$ cat config.mk
export PLATFORM = sky130hd
export DESIGN_NAME = imem_loader
export DESIGN_NICKNAME = d
export VERILOG_FILES = /design/src/rtl/imem_loader_pkg.sv /design/src/rtl/imem_loader_word_packer.sv /design/src/rtl/imem_loader.sv
export SDC_FILE = /design/constraint.sdc
export NUM_CORES = 1
export LEC_CHECK = 0
export ABC_AREA = 1
export ABC_CLOCK_PERIOD_IN_PS = 2740
export CELL_PAD_IN_SITES_DETAIL_PLACEMENT = 1
export CELL_PAD_IN_SITES_GLOBAL_PLACEMENT = 1
export CORE_ASPECT_RATIO = 0.5
export CORE_MARGIN = 2
export CORE_UTILIZATION = 44
export DETAILED_ROUTE_END_ITERATION = 10
export GPL_TIMING_DRIVEN = 0
export PLACE_DENSITY = 0.95
export SYNTH_ARGS = -nofsm -noshare
export SYNTH_HDL_FRONTEND = slang
export SYNTH_HIERARCHICAL = 1
export SYNTH_SLANG_ARGS = --single-unit
$ cat constraint.sdc
create_clock -name clk -period 2.74 [get_ports clk]
set_input_delay 0.822 -clock clk [delete_from_list [all_inputs] [get_ports clk]]
set_output_delay 0.822 -clock clk [all_outputs]
set_load 0.01 [all_outputs]
$ cat src/rtl/imem_loader_pkg.sv
// Shared types and constants for the boot-time instruction-memory loader.
package imem_loader_pkg;

    typedef enum logic [2:0] {
        IDLE,
        LEN_LO,
        LEN_HI,
        DATA,
        CHECK,
        DONE,
        ERR
    } state_t;

    // Frame header carries a little-endian word count of this many bytes.
    localparam int HDR_BYTES      = 2;
    localparam int BYTES_PER_WORD = 4;

    localparam int LEN_W  = 8 * HDR_BYTES;
    localparam int LANE_W = $clog2(BYTES_PER_WORD);
    localparam int WORD_W = 8 * BYTES_PER_WORD;

    // States in which the loader is inside a frame and takes every offered byte.
    function automatic logic frame_open(input state_t s);
        return (s == LEN_LO) || (s == LEN_HI) || (s == DATA) || (s == CHECK);
    endfunction

    // States from which a Start pulse begins a new load.
    function automatic logic start_allowed(input state_t s);
        return (s == IDLE) || (s == DONE) || (s == ERR);
    endfunction

endpackage

$ cat src/rtl/imem_loader_word_packer.sv
// Assembles payload bytes, least significant first, into 32-bit words.
module word_packer
    import imem_loader_pkg::*;
(
    input  logic              clk,
    input  logic              rst_n,
    input  logic              clear,
    input  logic              take,
    input  logic [7:0]        byte_in,
    output logic              lane_last,
    output logic              word_valid,
    output logic [WORD_W-1:0] word
);

    logic [LANE_W-1:0]   lane;
    logic [WORD_W-9:0]   partial;

    assign lane_last = (lane == LANE_W'(BYTES_PER_WORD - 1));

    // Shift bytes in from the top; on the final lane publish the word for one cycle.
    always_ff @(posedge clk) begin
        // NOTE: sequential state uses non-blocking assignments so every register
        // samples the pre-edge values; blocking here would order-couple the updates.
        if (!rst_n) begin
            lane       <= '0;
            partial    <= '0;
            word_valid <= 1'b0;
            word       <= '0;
        end else begin
            word_valid <= 1'b0;
            if (clear) begin
                lane    <= '0;
                partial <= '0;
            end else if (take) begin
                partial <= {byte_in, partial[WORD_W-9:8]};
                lane    <= lane + 1'b1;
                if (lane_last) begin
                    word       <= {byte_in, partial};
                    word_valid <= 1'b1;
                end
            end
        end
    end

endmodule

$ cat src/rtl/imem_loader.sv
// Boot loader: receives a framed byte stream, writes words into instruction RAM,
// and keeps the CPU in reset until a frame with a good checksum has been loaded.
module imem_loader
    import imem_loader_pkg::*;
#(
    parameter int ADDR_W = 8
) (
    input  logic              clk,
    input  logic              Reset,
    input  logic              Start,
    input  logic [7:0]        ByteIn,
    input  logic              ByteValid,
    output logic              ByteReady,
    output logic [ADDR_W-1:0] MemAddr,
    output logic [31:0]       MemData,
    output logic              MemWE,
    output logic              CpuHold,
    output logic              Done,
    output logic              Error
);

    // Largest legal word count: the full RAM depth.
    localparam logic [16:0] DEPTH = 17'(2 ** ADDR_W);

    state_t             state;
    logic [LEN_W-1:0]   len_q;
    logic [16:0]        word_cnt;
    logic [7:0]         xor_q;
    logic [ADDR_W-1:0]  addr_q;

    logic               xfer;
    logic               start_go;
    logic               lane_last;
    logic               word_valid;
    logic [WORD_W-1:0]  word;
    logic [16:0]        frame_len;

    assign xfer      = ByteValid && ByteReady;
    assign start_go  = Start && start_allowed(state);
    assign frame_len = {1'b0, ByteIn, len_q[7:0]};

    word_packer u_packer (
        .clk        (clk),
        .rst_n      (Reset),
        .clear      (start_go),
        .take       (xfer && (state == DATA)),
        .byte_in    (ByteIn),
        .lane_last  (lane_last),
        .word_valid (word_valid),
        .word       (word)
    );

    // The packer's registered strobe and word drive the RAM port directly.
    assign MemWE   = word_valid;
    assign MemData = word;
    assign MemAddr = addr_q;

    // Address advances after each write strobe, so the strobe cycle shows the word's own address.
    always_ff @(posedge clk) begin
        if (!Reset) begin
            addr_q <= '0;
        end else if (start_go) begin
            addr_q <= '0;
        end else if (word_valid) begin
            addr_q <= addr_q + 1'b1;
        end
    end

    // Frame FSM with word counter, running XOR and registered handshake/status outputs.
    always_ff @(posedge clk) begin
        if (!Reset) begin
            state     <= IDLE;
            len_q     <= '0;
            word_cnt  <= '0;
            xor_q     <= '0;
            ByteReady <= 1'b0;
            CpuHold   <= 1'b1;
            Done      <= 1'b0;
            Error     <= 1'b0;
        end else begin
            case (state)
                IDLE, DONE, ERR: begin
                    if (start_go) begin
                        state     <= LEN_LO;
                        word_cnt  <= '0;
                        xor_q     <= '0;
                        ByteReady <= 1'b1;
                        CpuHold   <= 1'b1;
                        Done      <= 1'b0;
                        Error     <= 1'b0;
                    end
                end
                LEN_LO: begin
                    if (xfer) begin
                        len_q[7:0] <= ByteIn;
                        state      <= LEN_HI;
                    end
                end
                LEN_HI: begin
                    if (xfer) begin
                        len_q <= frame_len[LEN_W-1:0];
                        if (frame_len > DEPTH) begin
                            state     <= ERR;
                            ByteReady <= 1'b0;
                            Error     <= 1'b1;
                        end else if (frame_len == '0) begin
                            state <= CHECK;
                        end else begin
                            state <= DATA;
                        end
                    end
                end
                DATA: begin
                    if (xfer) begin
                        xor_q <= xor_q ^ ByteIn;
                        if (lane_last) begin
                            word_cnt <= word_cnt + 1'b1;
                            if ((word_cnt + 1'b1) == {1'b0, len_q}) begin
                                state <= CHECK;
                            end
                        end
                    end
                end
                CHECK: begin
                    if (xfer) begin
                        ByteReady <= 1'b0;
                        if (ByteIn == xor_q) begin
                            state   <= DONE;
                            Done    <= 1'b1;
                            CpuHold <= 1'b0;
                        end else begin
                            state <= ERR;
                            Error <= 1'b1;
                        end
                    end
                end
                default: begin
                    state     <= IDLE;
                    ByteReady <= 1'b0;
                end
            endcase
            // An open frame never backpressures; keep the registered flag consistent with that.
            if (frame_open(state) && !xfer && !start_go) begin
                ByteReady <= 1'b1;
            end
        end
    end

endmodule

Word-level counts from Yosys, hierarchy flattened --
Cells that the tools add are included.
Storage, ports and cells: flip-flop bits (word level) 115, bits of input ports 12, output and inout port bits 45, word-level logic and storage cells 116
Cells by class: add/subtract/negate cells 3, magnitude comparators 1, equality and inequality tests 24, mux-type cells 39, bitwise operators 5, reductions and logical operators 30
Operators with widths (number):
- two-way mux 17 bit | 3
- one-hot mux 17 bit (2 select lines) | 1
- one-hot mux 8 bit (2 select lines) | 2
- two-way mux 3 bit | 9
- two-way mux 8 bit | 3
- inequality test 2 bit, second input constant | 10
- adder 17 x 1 -> 17 bit, second input constant | 1
- == test 17 x 16 -> 1 bit | 1
- logical NOT 17 bit | 1
- > comparator 16 x 9 -> 1 bit, second input constant | 1
- two-way mux 1 bit | 15
- one-hot mux 3 bit (5 select lines) | 1
- == test 3 bit, second input constant | 3
- inequality test 3 x 2 -> 1 bit, second input constant | 3
- AND reduction 3 bit | 3
- adder 8 x 1 -> 8 bit, second input constant | 1
- == test 8 bit | 1
- AND reduction 4 bit | 2
- XOR 8 bit | 1
- AND reduction 7 bit | 1
- == test 3 x 2 -> 1 bit, second input constant | 2
- AND reduction 6 bit | 1
- OR reduction 3 bit | 2
- logical AND 1 bit | 5
- 18 further kinds | 29

Logic depth before layout (Yosys ltp) --
depth in word-level cells 8, mapped depth 16

By module --
The synthesis kept the hierarchy.
By module, submodules not included:
- imem_loader | times used 1, cells an instance 480, area an instance 3201.8 um^2, sequential area each 1121.1 um^2
- word_packer | times used 1, cells an instance 320, area an instance 2285.9 um^2, sequential area each 1181.1 um^2

Least setup slack after synthesis --
Ideal clock, no wire load.
path kind input -> register, from input ByteValid, to register xor_q[6], library setup time 0.116 ns, arrival 1.701 ns, required time 2.624 ns, setup slack 0.923 ns, stages on the path 7, path through nand2_1 -> nor2_4 -> nor2_1 -> inv_1 -> buf_2 -> o21ai_0 -> o211a_1
Between the ends: cells in the longest elaborated chain, start to end 3
Ends and longest elaborated chain:
- start: declaration | RTL line imem_loader.sv:12 | input logic ByteValid,
- logical AND 1 bit | RTL line imem_loader.sv:38 | assign xfer = ByteValid && ByteReady;
- inequality test 2 bit (no line)
- AND reduction 3 bit (no line)
- end signal: assignment | RTL line imem_loader.sv:115 | xor_q <= xor_q ^ ByteIn;
- end: declaration | RTL line imem_loader.sv:28 | logic [7:0] xor_q;
Every way passes these cells. A chain may end at the register's enable or synchronous reset.

Worst setup path in the final report --
from input ByteIn[4], to register CpuHold
Between the ends: cells in the longest elaborated chain, start to end 3
Ends and longest elaborated chain:
- start: declaration | RTL line imem_loader.sv:11 | input logic [7:0] ByteIn,
- == test 8 bit | RTL line imem_loader.sv:127 | if (ByteIn == xor_q) begin
- inequality test 2 bit (no line)
- AND reduction 4 bit (no line)
- end signal: assignment | RTL line imem_loader.sv:77 | CpuHold <= 1'b1;
- end signal: assignment | RTL line imem_loader.sv:88 | CpuHold <= 1'b1;
- end signal: assignment | RTL line imem_loader.sv:130 | CpuHold <= 1'b0;
- end: declaration | RTL line imem_loader.sv:17 | output logic CpuHold,
Every way passes these cells.

==> qor.yml <==
grt:
  grt_antenna_before_repair: 0
  grt_max_degree: 17
  met1_usage: 0.373
  grtUsageMet2: 0.574
  gr-total-overflow: 0
  top_usage_layer: "met2"
  track_usage: 0.331
  grt_pass1_wl_microns: 34500
  met3_usage: 0.0749
  grt_pass1_vias: 6422
setup_path:
  path_delay_family: "simple AND/OR/NAND/NOR gates"
  path_buf_inv: 1
  crit_top_cell: "nand2_1"
  max_stage_delay_ps: 660
  ff2ff_path_depth: 14
  r2r_setup_slack_ps: 230
  rr_startpoint: "word_cnt[0]$_SDFFE_PN0P_"
  worstSetupEndpointType: "flop"
  reg2reg_to: "state[1]$_SDFFE_PN0P_"
  path_max_fanout: 6
  startpoint_type: "input port"
  critPathKind: "in -> reg"
  cp_cell_sequence: "clkdlybuf4s50_1 > xnor2_1 > nand4_1 > nor2_1 > nand2_1 > nand2_1 > nand2_1 > nand2_1 > nand3_1"
  worst_ep_required_time_ps: 3030
  arrival_ps: 2930
  worst_path_max_delay_cell: "clkdlybuf4s50_1"
synth:
  synthArstFlopShare: 0
  synth_cells: 800
  syn_nets: 815
  yosysTopAreaCellShare: 0.420
  synth_flop_cell: "dfxtp_1"
  synth_edf_count: 0
  yosysSeqAreaShare: 0.420
  yosysMostFrequentCell: "nand2_1"
  ys_warn_count: 6
  yosys.area.top_type: "dfxtp_1"
  synth_area_leaders: "dfxtp_1 (42%), nand2_1 (16%), nor2_1 (7.7%), inv_1 (6.6%), a21oi_1 (6.1%)"
  ys_seq_elements: 115
  synth.distinct_cells: 37
  avgSynthCellArea_sq_um: 6.86
  synth.cell_area_sq_um: 5490
  synth_common_cells: "nand2_1 (230), dfxtp_1 (115), nor2_1 (113)"
floorplanning:
  die_w_microns: 162
  pin_count: 57
  die_h_microns: 83.0
  core_area_sq_um: 12000
  fp-row-count: 28
  dieArea_sq_um: 13400
  initial_core_util: 0.458
finish:
  postLayoutCellArea_sq_um: 6800
  multi_input_area_sq_um: 2630
  drive_gt1_frac: 0.0777
  antenna_cells: 0
  area_growth_pct: 23.9
  seq_area_sq_um: 2300
  post-route-util: 0.567
  fillers: 1560
  nets: 890
route:
  routed_wl_microns: 22000
  ant_nets: 0
  routed_via_density: 5.69
  dr.pass1.iters: 9
  wl_per_cell_microns: 20.9
  drt_iter0_markers: 445
  via_count: 5993
  post-route-drc-count: 0
timing:
  hold_violations: 0
  tns_ps: 0
  worst_pin_slew_ps: 694
  relSlewSlack: 0.537
  fin_crit_sh: 0.965
  min_period_ps: 2640
  rsz0062_at_grt: "false"
  max_freq_mhz: 378
  fin_skew_ps: 15.3
  finalSetupViolations: 0
  drv_slew: 0
clock_network:
  numClockSinks: 115
  clk_pin_slew_worst_paths_ps: 60
  post_cts_resized: 0
  clk_path_buf_depth: 2
  cts_tree: "yes"
  cts-root-buf: "clkbuf_16"
  cts_buffers: 17
  cts_hold_buf: 0
  clkLatencyLatePin_ps: 430
  post_cts_buffers: 0
  htree_num_levels: 4
placed_design:
  place.gp.congestion: 0.835
  io_buffers: 56
  hpwl_microns: 12700
  place_area_sq_um: 6250
run_status:
  status: "complete, no violations"
run:
  cap_viol_max_count: 0
worst_hold_path:
  holdCritStartpoint: "u_packer/partial[1]$_SDFFE_PP0P_"
  hold_end: "u_packer/partial[1]$_SDFFE_PP0P_"
  hp-class: "reg -> reg"
  hold_depth: 2
power_and_ir_drop:
  ir_drop_mv: 0.356
  p_leak_uw: 0.00294
  power_density_nw_per_um2: 735
kinds of logic after synthesis:
family | count (synthesis) | synth area share
mux | 1 | 0.00182
fa+ha+maj | 3 | 0.00684
compound gates | 116 | 0.119
flops | 115 | 0.420
buf+inv | 128 | 0.101
xor+xnor | 17 | 0.0324
simple gates | 420 | 0.320
power breakdown:
group / switching, uW / internal [uW] / leakage (uW)
clock: 901 / 1210 / 0.000256
combinational: 712 / 300 / 0.00175
sequential: 100 / 1780 / 0.000929
state kept, by name (all words and copies together), names as in the netlist:
signal and cells:
ByteReady 1, CpuHold 1, Done 1, Error 1, MemAddr 8, len_q 16
state 3, u_packer/lane 2, u_packer/partial 24, u_packer/word 32, u_packer/word_valid 1, word_cnt 17
xor_q 8
cell type report:
type	count	share of cell area
repair buffers	56	0.0824
flip-flops and latches	115	0.339
inverters	101	0.0561
clock inverters	10	0.0118
well taps	165	0.0304
clock buffers	22	0.0683
plain buffers	27	0.0250
multi-input cells	557	0.387
placed cells by master (no fill, tap or decap), types with 4 or more instances in the layout:
| master | count |
|---|---|
| nor2_4 | 5 |
| clkbuf_16 | 17 |
| o211a_1 | 7 |
| clkdlybuf4s50_1 | 56 |
| xor2_1 | 5 |
| a21oi_1 | 67 |
| xnor2_1 | 10 |
| dfxtp_1 | 115 |
| clkbuf_1 | 11 |
| nand3_1 | 49 |
| nor2_1 | 113 |
| buf_2 | 10 |
| o21ai_0 | 30 |
| buf_6 | 6 |
| nor2_2 | 5 |
| o21bai_1 | 4 |
| inv_1 | 97 |
| clkinv_4 | 6 |
| nand2_1 | 230 |
| nand4_1 | 5 |
per-layer routing:
layer,vias up,part of all wire
li1,2657,-
met1,2914,0.40
met2,311,0.49
met3,111,0.060
met4,0,0.055
met5,-,0
through the flow:
stage               power [uW]  hold slack, ps  instances  setup WS [ps]
floorplan                 2470             439        800            923
global placement          2700             441       1021            143
detailed placement        2760             455       1021           72.5
CTS                       4940             469       1053            199
global route              5140             492       1053           60.8
finish                    5000             468       1053           95.5
worst max path at each step:
stage | cells past startpoint | slack (ps) | from | end
2_1_floorplan | 7 | 920 | ByteValid | xor_q[6]$_SDFFE_PN0P_
3_3_place_gp | 9 | 140 | ByteIn[2] | state[2]$_SDFFE_PN0P_
3_5_place_dp | 9 | 70 | ByteIn[4] | CpuHold$_SDFFE_PN1P_
4_1_cts | 9 | 200 | ByteIn[4] | CpuHold$_SDFFE_PN1P_
5_1_grt | 9 | 60 | ByteIn[4] | CpuHold$_SDFFE_PN1P_
6_report | 9 | 100 | ByteIn[4] | CpuHold$_SDFFE_PN1P_
worst min-delay path: cells and delay by family, from the launching register on:
kind,cells,cell delay [ps]
compound gates,1,50
simple gates,1,60
flops,1,310
(Power assumes the default switching activity.)
